**config.mk**
```make
export PLATFORM = sky130hd
export DESIGN_NAME = gpio_hex_display_flat
export DESIGN_NICKNAME = d
export VERILOG_FILES = /design/src/rtl/gpio_hex_display_if.sv /design/src/rtl/gpio_hex_display.sv /design/src/flat_wrapper.sv
export SDC_FILE = /design/constraint.sdc
export NUM_CORES = 1
export LEC_CHECK = 0
export BUFFER_PORTS_ARGS = -buffer_cell sky130_fd_sc_hd__buf_2
export CAP_MARGIN = 15
export CORE_UTILIZATION = 54
export DETAILED_ROUTE_END_ITERATION = 7
export GPL_TIMING_DRIVEN = 0
export PLACE_DENSITY = 0.8
export SYNTH_ARGS = -nofsm -noshare
export SYNTH_HDL_FRONTEND = slang
export SYNTH_SLANG_ARGS = --single-unit
```
**constraint.sdc**
```tcl
create_clock -name clk -period 2.8 [get_ports clk]
set_input_delay 0 -clock clk [delete_from_list [all_inputs] [get_ports clk]]
set_output_delay 0 -clock clk [all_outputs]
set_load 0.05 [all_outputs]
```
**src/rtl/gpio_hex_display_if.sv**
```systemverilog
`default_nettype none
// ============================================================================
//  Module      : gpio_hex_display_if
//  Description : Bundles the GPIO word/radix inputs and the eight
//                seven-segment digit outputs plus status of the hex display.
//                master : drives value_in/hex_mode, observes the display.
//                slave  : the display converter itself.
//  Ports       : value_in[31:0], hex_mode  (master -> slave)
//                hex0..hex7[6:0] active-low segments, busy, overflow
//                                          (slave -> master)
//  Revision    : 1.0 - initial release
// ============================================================================
interface gpio_hex_display_if;
  logic [31:0] value_in;
  logic        hex_mode;
  logic [6:0]  hex0;
  logic [6:0]  hex1;
  logic [6:0]  hex2;
  logic [6:0]  hex3;
  logic [6:0]  hex4;
  logic [6:0]  hex5;
  logic [6:0]  hex6;
  logic [6:0]  hex7;
  logic        busy;
  logic        overflow;

  modport master (
    output value_in, hex_mode,
    input  hex0, hex1, hex2, hex3, hex4, hex5, hex6, hex7, busy, overflow
  );

  modport slave (
    input  value_in, hex_mode,
    output hex0, hex1, hex2, hex3, hex4, hex5, hex6, hex7, busy, overflow
  );
endinterface
`default_nettype wire

```
**src/rtl/gpio_hex_display.sv**
```systemverilog
`default_nettype none
// ============================================================================
//  Module      : gpio_hex_display
//  Description : Shows a 32-bit GPIO word on eight active-low seven-segment
//                digits, either as hexadecimal or as decimal (serial
//                double-dabble, 32 cycles). Decimal values above 99_999_999
//                show dashes and raise overflow. Optional leading-zero
//                blanking.
//  Ports       : clk  - system clock, rising edge
//                rst  - synchronous active-high reset
//                bus  - slave modport: value_in, hex_mode in;
//                       hex0..hex7, busy, overflow out
//  Revision    : 1.0 - initial release
// ============================================================================
module gpio_hex_display #(
  parameter int unsigned BLANK_LZ = 1
) (
  input  wire                 clk,
  input  wire                 rst,
  gpio_hex_display_if.slave   bus
);

  typedef enum logic [1:0] {
    IDLE     = 2'd0,
    SHIFT    = 2'd1,
    LOAD_OUT = 2'd2
  } state_t;

  localparam logic [6:0]  SEG_BLANK = 7'b1111111;
  localparam logic [6:0]  SEG_DASH  = 7'b0111111;
  localparam logic [31:0] DEC_MAX   = 32'd99_999_999;

  state_t          state_q, state_d;
  logic            cap_valid_q, cap_valid_d;
  logic [31:0]     cap_val_q, cap_val_d;
  logic            cap_hex_q, cap_hex_d;
  logic [31:0]     src_q, src_d;
  logic [31:0]     bcd_q, bcd_d;
  logic [4:0]      cnt_q, cnt_d;
  logic [7:0][6:0] hex_q, hex_d;
  logic            ovf_q, ovf_d;

  logic [31:0]     bcd_adj;
  logic [7:0][3:0] nib;
  logic [7:0]      lit;
  logic            dec_ovf;
  logic [7:0][6:0] seg_next;

  function automatic logic [6:0] seg7(input logic [3:0] d);
    case (d)
      4'h0: seg7 = 7'b1000000;
      4'h1: seg7 = 7'b1111001;
      4'h2: seg7 = 7'b0100100;
      4'h3: seg7 = 7'b0110000;
      4'h4: seg7 = 7'b0011001;
      4'h5: seg7 = 7'b0010010;
      4'h6: seg7 = 7'b0000010;
      4'h7: seg7 = 7'b1111000;
      4'h8: seg7 = 7'b0000000;
      4'h9: seg7 = 7'b0010000;
      4'hA: seg7 = 7'b0001000;
      4'hB: seg7 = 7'b0000011;
      4'hC: seg7 = 7'b1000110;
      4'hD: seg7 = 7'b0100001;
      4'hE: seg7 = 7'b0000110;
      default: seg7 = 7'b0001110;
    endcase
  endfunction

  // Double-dabble correction: each BCD digit >= 5 gets +3 before the shift.
  always_comb begin
    bcd_adj = '0;
    for (int k = 0; k < 8; k++) begin
      bcd_adj[4*k +: 4] = (bcd_q[4*k +: 4] >= 4'd5) ? bcd_q[4*k +: 4] + 4'd3
                                                     : bcd_q[4*k +: 4];
    end
  end

  // Digit source for the display load: raw nibbles in hex mode, BCD otherwise.
  // A digit is lit once any digit at or above it is nonzero; hex0 always lit.
  always_comb begin
    logic lead;
    lead = 1'b0;
    lit  = '0;
    for (int k = 7; k >= 0; k--) begin
      nib[k] = cap_hex_q ? cap_val_q[4*k +: 4] : bcd_q[4*k +: 4];
    end
    for (int k = 7; k >= 1; k--) begin
      lead   = lead | (nib[k] != 4'd0);
      lit[k] = lead | (BLANK_LZ == 0);
    end
    lit[0]  = 1'b1;
    dec_ovf = !cap_hex_q && (cap_val_q > DEC_MAX);
  end

  for (genvar g = 0; g < 8; g++) begin : g_digit
    // Dash display overrides blanking.
    assign seg_next[g] = dec_ovf ? SEG_DASH : (lit[g] ? seg7(nib[g]) : SEG_BLANK);
  end

  always_comb begin
    state_d     = state_q;
    cap_valid_d = cap_valid_q;
    cap_val_d   = cap_val_q;
    cap_hex_d   = cap_hex_q;
    src_d       = src_q;
    bcd_d       = bcd_q;
    cnt_d       = cnt_q;
    hex_d       = hex_q;
    ovf_d       = ovf_q;
    case (state_q)
      IDLE: begin
        if (!cap_valid_q || ({bus.hex_mode, bus.value_in} != {cap_hex_q, cap_val_q})) begin
          cap_valid_d = 1'b1;
          cap_val_d   = bus.value_in;
          cap_hex_d   = bus.hex_mode;
          src_d       = bus.value_in;
          bcd_d       = '0;
          cnt_d       = '0;
          state_d     = bus.hex_mode ? LOAD_OUT : SHIFT;
        end
      end
      SHIFT: begin
        bcd_d = {bcd_adj[30:0], src_q[31]};
        src_d = {src_q[30:0], 1'b0};
        cnt_d = cnt_q + 5'd1;
        if (cnt_q == 5'd31) begin
          state_d = LOAD_OUT;
        end
      end
      LOAD_OUT: begin
        hex_d   = seg_next;
        ovf_d   = dec_ovf;
        state_d = IDLE;
      end
      default: state_d = IDLE;
    endcase
  end

  always_ff @(posedge clk) begin
    if (rst) begin
      state_q     <= IDLE;
      cap_valid_q <= 1'b0;
      cap_val_q   <= '0;
      cap_hex_q   <= 1'b0;
      src_q       <= '0;
      bcd_q       <= '0;
      cnt_q       <= '0;
      hex_q       <= {8{SEG_BLANK}};
      ovf_q       <= 1'b0;
    end else begin
      state_q     <= state_d;
      cap_valid_q <= cap_valid_d;
      cap_val_q   <= cap_val_d;
      cap_hex_q   <= cap_hex_d;
      src_q       <= src_d;
      bcd_q       <= bcd_d;
      cnt_q       <= cnt_d;
      hex_q       <= hex_d;
      ovf_q       <= ovf_d;
    end
  end

  assign bus.hex0     = hex_q[0];
  assign bus.hex1     = hex_q[1];
  assign bus.hex2     = hex_q[2];
  assign bus.hex3     = hex_q[3];
  assign bus.hex4     = hex_q[4];
  assign bus.hex5     = hex_q[5];
  assign bus.hex6     = hex_q[6];
  assign bus.hex7     = hex_q[7];
  assign bus.busy     = (state_q != IDLE);
  assign bus.overflow = ovf_q;

endmodule
`default_nettype wire

```
**src/flat_wrapper.sv**
```systemverilog
// flat-port wrapper written by rule: the top's interface ports become plain ports
module gpio_hex_display_flat 
#(
  parameter int unsigned BLANK_LZ = 1
)
  (clk, rst, bus_value_in, bus_hex_mode, bus_hex0, bus_hex1, bus_hex2, bus_hex3, bus_hex4, bus_hex5, bus_hex6, bus_hex7, bus_busy, bus_overflow);
  gpio_hex_display_if bus_i ();
  input  wire clk;
  input  wire rst;
  input wire logic [$bits(bus_i.value_in)-1:0] bus_value_in;
  input wire logic [$bits(bus_i.hex_mode)-1:0] bus_hex_mode;
  output wire logic [$bits(bus_i.hex0)-1:0] bus_hex0;
  output wire logic [$bits(bus_i.hex1)-1:0] bus_hex1;
  output wire logic [$bits(bus_i.hex2)-1:0] bus_hex2;
  output wire logic [$bits(bus_i.hex3)-1:0] bus_hex3;
  output wire logic [$bits(bus_i.hex4)-1:0] bus_hex4;
  output wire logic [$bits(bus_i.hex5)-1:0] bus_hex5;
  output wire logic [$bits(bus_i.hex6)-1:0] bus_hex6;
  output wire logic [$bits(bus_i.hex7)-1:0] bus_hex7;
  output wire logic [$bits(bus_i.busy)-1:0] bus_busy;
  output wire logic [$bits(bus_i.overflow)-1:0] bus_overflow;
  assign bus_i.value_in = bus_value_in;
  assign bus_i.hex_mode = bus_hex_mode;
  assign bus_hex0 = bus_i.hex0;
  assign bus_hex1 = bus_i.hex1;
  assign bus_hex2 = bus_i.hex2;
  assign bus_hex3 = bus_i.hex3;
  assign bus_hex4 = bus_i.hex4;
  assign bus_hex5 = bus_i.hex5;
  assign bus_hex6 = bus_i.hex6;
  assign bus_hex7 = bus_i.hex7;
  assign bus_busy = bus_i.busy;
  assign bus_overflow = bus_i.overflow;
  gpio_hex_display #(.BLANK_LZ(BLANK_LZ)) u_core (.clk(clk), .rst(rst), .bus(bus_i));
endmodule
```
==> impl_results.md, run 1 <==
- CTS tree: built
- Drt wl/cell: 20.14 um
- Syn Area/Cell: 8.165 sq um
- Synthesized area: 9569 sq um
- FF-to-FF Start: u_core.cap_hex_q$_SDFFE_PP0P_
- Post-route ant nets: 0
- Setup crit start: u_core.cap_hex_q$_SDFFE_PP0P_
- Req. time, crit path: 3.18 ns
- Area growth syn-to-layout: 20.40%
- Post-route minimum period: 2.719 ns
- Synthesized flop and latch total: 162
- Area leader, netlist: dfxtp_1
- Core area: 17,300 sq um
- DRC violations left: 0
- Hold WC Path Type: in -> reg
- F_max: 367.7 MHz
- Hold_sp: rst
- Max Slew Vio Count: 0
- Post-synth EDFFs: 0
- WS Path Type: reg -> reg
- Fin nets: 1,419
- Cell count after synthesis: 1,172
- Die span in x: 135.1 um
- Drt pass-1 iters: 5
- Post-DP Area: 10,330 sq um
- Tot GR Track Use: 0.3467
- H-tree depth: 4
- CP startpoint kind: register
- HPWL Detailed: 22,510 um
- Crit. End Element: register
- Worst slew pin tran: 0.7754 ns
- Placer Congestion: 0.9629
- Top_reg_cell synth: dfxtp_1
- Total number of vias: 10,020
- Main area contributors after synthesis: dfxtp_1, ha_1, o21ai_0
- Vias in the first global route: 9,284
- Chip Height: 135.1 um
- Synth cell count leaders: dfxtp_1, nand2_1, o21ai_0, a21oi_1, nor2_1
- Fin crit share: 0.9712
- Antenna violations before repair: 0
- VDD IR-drop max: 473.1 uV
- Most common cell in the netlist: dfxtp_1
- Yosys warning count: 0
- Dpl ws: -0.7889 ns
- Max-cap violations: 0
- DIE AREA: 18,260 sq um
- Setup TNS: 0 ns
- Outcome: finished clean
- Asr flop ratio synth: 0
- IO Pins: 93
- Met2 global-route usage: 0.5598
- Power density cells: 565.4 nW/um^2
- Worst-skew pair later-pin latency: 0.45 ns
- Final Instance Area: 11,520 sq um
- IO buf count: 91
- First-pass GRT wire length: 48,780 um
- Root buf cell: clkbuf_16
- GRT met1 Usage: 0.4476
- Clk sink count: 162
- Clk slew on worst S/H paths: 0.07 ns
- PnR worst setup slack: 0.08068 ns
- Max Buffers Root-to-Sink: 2
- Clock buffer count from CTS: 17
- Top fanout value on the critical path: 16
- Share of cells above drive strength 1: 0.1519
- Rows: 48
- Core Util, Final: 0.6661
- Skew final: 0.008946 ns
- M3 GR Usage: 0.06532
- Worst slew margin: 0.4683
- ANT cells: 0
- Final hold slack: 0.3415 ns
- Register area share after synthesis: 0.3389
- Routed wire length: 31,450 um
- Final Hold Viols: 0
- DR iter-0 viols: 1,022
- Initial core utilization: 0.5532
- Setup Viol. Count Final: 0
- Busiest grt layer: met2
- Largest net degree at the start of global routing: 17
- Cells after DPL: 1,488
- Crit path DAT: 3.10 ns
- Unrepaired setup endpoints after global routing: true
- Post-synth top area share: 0.3389
- Grt total ovfl: 0
- Fin cells: 1,561
- Synth cell types: 73
- Leakage power: 4.467 nW
- Post-Syn Nets: 1,268
- Power after layout: 6.513 mW
- Vias per inst: 6.420
- FILL cells: 1,458
-- report_power, final --
| part | internal [mW] | leakage (nW) | total, mW | switching, mW |
|---|---|---|---|---|
| Sequential | 2.46 | 1.33 | 2.61 | 0.152 |
| Combinational | 0.505 | 2.86 | 1.54 | 1.03 |
| Clock | 1.28 | 0.283 | 2.37 | 1.09 |
| Total | 4.24 | 4.47 | 6.51 | 2.27 |
-- worst max-delay path, stage by stage (launching register included) --
cell	delay [ns]
dfxtp_1	0.36
buf_12	0.19
buf_6	0.20
buf_8	0.19
mux2i_4	0.28
ha_4	0.19
o21ai_2	0.12
nor4_4	0.29
buf_4	0.19
and4bb_1	0.21
buf_4	0.17
a31oi_1	0.13
o21ai_2	0.12
-- state kept, by name, summed over array words and instances (netlist names) --
register	flops
u_core.bus.overflow	1
u_core.state_q	2
u_core.bus.hex4	7
u_core.cap_hex_q	1
u_core.src_q	32
u_core.bus.hex1	7
u_core.bus.hex7	7
u_core.bus.hex3	7
u_core.bus.hex0	7
u_core.bus.hex6	7
u_core.bus.hex5	7
u_core.cap_val_q	32
u_core.cap_valid_q	1
u_core.cnt_q	5
u_core.bcd_q	32
u_core.bus.hex2	7
-- cell type report --
type                    instances  area (sq um)  area share
plain buffers                  80         380.4     0.03301
clock buffers                  18         439.2     0.03812
clock inverters                14         142.6     0.01238
inverters                      55         206.4     0.01792
multi-input cells             874          5974      0.5186
flip-flops and latches        162          3243      0.2815
well taps                     225         281.5     0.02444
repair buffers                133         853.3     0.07407
-- metal layers --
metal / up-vias / routed length (um)
met5: - / 0
met4: 0 / 1292
met3: 111 / 2679
met2: 538 / 14520
met1: 4745 / 12950
li1: 4628 / -
-- path summary, 6_finish.rpt --
| kind | to | slack [ns] | depth (start not counted) |
|---|---|---|---|
| hold reg to reg | u_core.bus.overflow$_SDFFE_PP0N_ | 0.46 | 2 |
| setup reg to reg | u_core.bus.hex1[6]$_SDFFE_PP1N_ | 0.08 | 12 |
| hold / removal | u_core.cnt_q[0]$_SDFFE_PP0P_ | 0.34 | 3 |
| setup / recovery | u_core.bus.hex1[6]$_SDFFE_PP1N_ | 0.08 | 12 |
-- cell usage in the layout, fill, tap and decap left out, types with 15 or more instances in the layout --
master | netlist | final
a21oi_1 | 91 | 91
o31ai_1 | 22 | 22
nand2_1 | 107 | 107
xnor2_1 | 24 | 24
nor2_1 | 76 | 76
nand3_1 | 47 | 47
buf_2 | 12 | 99
xor2_1 | 20 | 20
dfxtp_1 | 162 | 162
nor3_1 | 25 | 25
ha_1 | 61 | 56
mux2_2 | 15 | 15
clkbuf_1 | 59 | 59
o21ai_0 | 103 | 102
dlygate4sd3_1 | 0 | 33
a31oi_1 | 33 | 33
inv_1 | 55 | 54
o32ai_1 | 25 | 25
clkbuf_16 | 0 | 17
-- repair_timing --
item,4_1_cts,5_1_grt
pin swaps,1,1
resized for setup,39,5
gates cloned,0,0
setup buffers,8,1
setup endpoints to repair,47,21
hold buffers,33,0
hold endpoints to repair,65,0
-- cell families after synthesis --
| family | Yosys count | share of synthesized area |
|---|---|---|
| AOI/OAI and AO/OA | 384 | 0.2541 |
| xor gates and xnor gates | 44 | 0.04027 |
| adders and majority gates | 61 | 0.07976 |
| buffers and inverters | 136 | 0.05727 |
| DFF | 162 | 0.3389 |
| muxes | 46 | 0.05766 |
| and+or+nand+nor | 339 | 0.1721 |
Power figures use the tool's default switching activity.
==> run 2, diff against run 1 <==
==> constraint.sdc (replaced) <==
create_clock -name clk -period 2.2 [get_ports clk]
set_input_delay 0 -clock clk [delete_from_list [all_inputs] [get_ports clk]]
set_output_delay 0 -clock clk [all_outputs]
set_load 0.05 [all_outputs]
==> run 2 against run 1 <==
  * The flow now finishes with violations (setup timing)
  * Wire length increased by 18%
  * Via count is 9.3% higher
  * Worst setup slack got worse by 0.41 ns
  * Cell count is 3.1% higher
  * Clock power up 32%
  * Utilization rose by 8.5 points
  * Flip-flop and latch count unchanged
  * Register-to-register slack lost 0.41 ns
  * Sequential power grew 28%
  * Global-route usage grew 2.4 points
  * Worst hold slack worse by 0.28 ns
  * Clock skew up 0.00063 ns
  * Largest cell class unchanged
  * Largest power group unchanged
==> impl_results.md, run 2 (synthesis results as in run 1) <==
- Busiest grt layer: met2
- DR iter-0 viols: 1,370
- Fin cells: 1,609
- Vias in the first global route: 9,933
- FF-to-FF Start: u_core.cap_hex_q$_SDFFE_PP0P_
- Outcome: finished with violations
- Largest regs: u_core.bcd_q x32, u_core.cap_val_q x32, u_core.src_q x32
- Drt wl/cell: 23.00 um
- Share of cells above drive strength 1: 0.2926
- Reg2reg path depth: 12
- Rows: 48
- Chip Height: 135.1 um
- Reg2reg end: u_core.bus.hex1[6]$_SDFFE_PP1N_
- F_max: 395.0 MHz
- Power density cells: 691.1 nW/um^2
- GRT met1 Usage: 0.4556
- IO Pins: 93
- Skew final: 0.009571 ns
- Post-DP Area: 10,560 sq um
- Setup Viol. Count Final: 46
- First-pass GRT wire length: 52,190 um
- Hold endpoint: u_core.cap_val_q[31]$_SDFFE_PP0P_
- Most frequent cells in the layout: dfxtp_1, nand2_1, buf_2
- PnR worst setup slack: -0.3316 ns
- DIE AREA: 18,260 sq um
- Unrepaired setup endpoints after global routing: true
- Failing checks: setup timing
- Met2 global-route usage: 0.6028
- Hold WC Path Type: in -> reg
- Drt pass-1 iters: 6
- WS Path Type: reg -> reg
- Max-cap violations: 0
- Crit. End Element: register
- Setup TNS: -8.817 ns
- Crit path DAT: 2.90 ns
- Max Slew Vio Count: 0
- Area of the multi-input gates: 6819 sq um
- Seq. cell area: 3268 sq um
- Antenna violations before repair: 0
- Die span in x: 135.1 um
- Final Instance Area: 13,000 sq um
- DRC violations left: 0
- IO buf count: 91
- Vias per inst: 6.807
- Clk slew on worst S/H paths: 0.07 ns
- Core area: 17,300 sq um
- Grt total ovfl: 0
- VDD IR-drop max: 606.3 uV
- Post-route ant nets: 0
- M3 GR Usage: 0.06982
- FILL cells: 1,146
- Clk sink count: 162
- Worst slew pin tran: 0.8507 ns
- Fin nets: 1,467
- Leakage power: 4.993 nW
- Commonest non-fill, non-tap cell in the layout: dfxtp_1
- Power after layout: 8.982 mW
- Hold_sp: bus_value_in[31]
- Clock buffer count from CTS: 17
- H-tree depth: 4
- Fin crit share: 1.151
- Req. time, crit path: 2.57 ns
- Min-Delay Path Depth: 4
- Cells after DPL: 1,488
- Top fanout value on the critical path: 8
- Routed wire length: 37,010 um
- Max Buffers Root-to-Sink: 2
- CP startpoint kind: register
- Initial core utilization: 0.5532
- Post-route minimum period: 2.532 ns
- Total number of vias: 10,950
- HPWL Detailed: 22,470 um
- Root buf cell: clkbuf_16
- Tot GR Track Use: 0.3709
- Worst slew margin: 0.4329
- Final Hold Viols: 0
- Placer Congestion: 0.9793
- ANT cells: 0
- Area growth syn-to-layout: 35.83%
- CTS tree: built
- Worst-skew pair later-pin latency: 0.44 ns
- Largest net degree at the start of global routing: 17
- Flop2flop setup slack: -0.33 ns
==> run 2: changes by cell type in the layout (fill, tap and decap cells not counted), sizes merged <==
cell / delta
clkinvlp: -1
dlygate4sd3: -1
clkinv: +4
buf: +52
bufinv: +2
clkbuf: -2
inv: -6
==> run 2: area by class of cell <==
type / instances / share of cell area
Multi-Input combinational cell: 874 / 0.5246
Sequential cell: 162 / 0.2514
Timing Repair Buffer: 183 / 0.1010
Buffer: 78 / 0.03860
Clock buffer: 19 / 0.03408
Tap cell: 225 / 0.02166
Inverter: 55 / 0.01646
Clock inverter: 13 / 0.01213
==> run 2: layer usage <==
metal,vias to the layer above,routed length (um),share of wire
met1,5170,13680,0.37
met2,834,17170,0.46
li1,4715,-,-
met4,0,2497,0.067
met3,234,3669,0.099
met5,-,0,0
==> run 2: power breakdown <==
part / switching [mW] / internal [mW] / leakage, nW
sequential: 0.209 / 3.14 / 1.33
combinational: 1.59 / 0.929 / 3.36
clock: 1.30 / 1.82 / 0.297
total: 3.10 / 5.88 / 4.99
==> run 2: stage by stage <==
step | util | hold slack (ns) | worst slack, ns
2_1_floorplan | - | 0.1066 | -0.3293
3_3_place_gp | 0.6105 | 0.2839 | -0.7561
3_5_place_dp | 0.6105 | 0.3045 | -0.8028
4_1_cts | 0.7109 | 0.04405 | -0.2745
5_1_grt | 0.7514 | 0.09268 | -0.3662
6_report | 0.7514 | 0.05686 | -0.3316
==> run 2: worst max-delay path by stage <==
stage                     cells after the start                               to                           from
after floorplan                              12  u_core.bus.hex1[6]$_SDFFE_PP1N_  u_core.cap_hex_q$_SDFFE_PP0P_
after global placement                       12  u_core.bus.hex2[6]$_SDFFE_PP1N_  u_core.cap_hex_q$_SDFFE_PP0P_
after detailed placement                     11  u_core.bus.hex1[3]$_SDFFE_PP1N_  u_core.cap_hex_q$_SDFFE_PP0P_
after CTS                                    13  u_core.bus.hex1[6]$_SDFFE_PP1N_  u_core.cap_hex_q$_SDFFE_PP0P_
after global routing                         12  u_core.bus.hex2[3]$_SDFFE_PP1N_  u_core.cap_hex_q$_SDFFE_PP0P_
final                                        12  u_core.bus.hex1[6]$_SDFFE_PP1N_  u_core.cap_hex_q$_SDFFE_PP0P_
==> run 2: timing repair <==
| action | CTS | global route |
|---|---|---|
| endpoints found under the hold margin | 64 | 0 |
| setup endpoints to repair | 156 | 153 |
| pin swaps | 31 | 49 |
| gates cloned | 1 | 0 |
| setup buffers | 40 | 20 |
| gates resized for setup | 136 | 137 |
| hold buffers | 32 | 0 |
==> run 2: critical path: stages, from the launching register on <==
cell and delay [ns]:
dfxtp_4 0.36, buf_12 0.12, buf_12 0.13, buf_12 0.15, mux2i_4 0.32, ha_4 0.20, nand3_4 0.09, nor4_4 0.27
buf_4 0.20, and4bb_1 0.22, buf_6 0.16, a31oi_4 0.10, o21ai_2 0.12
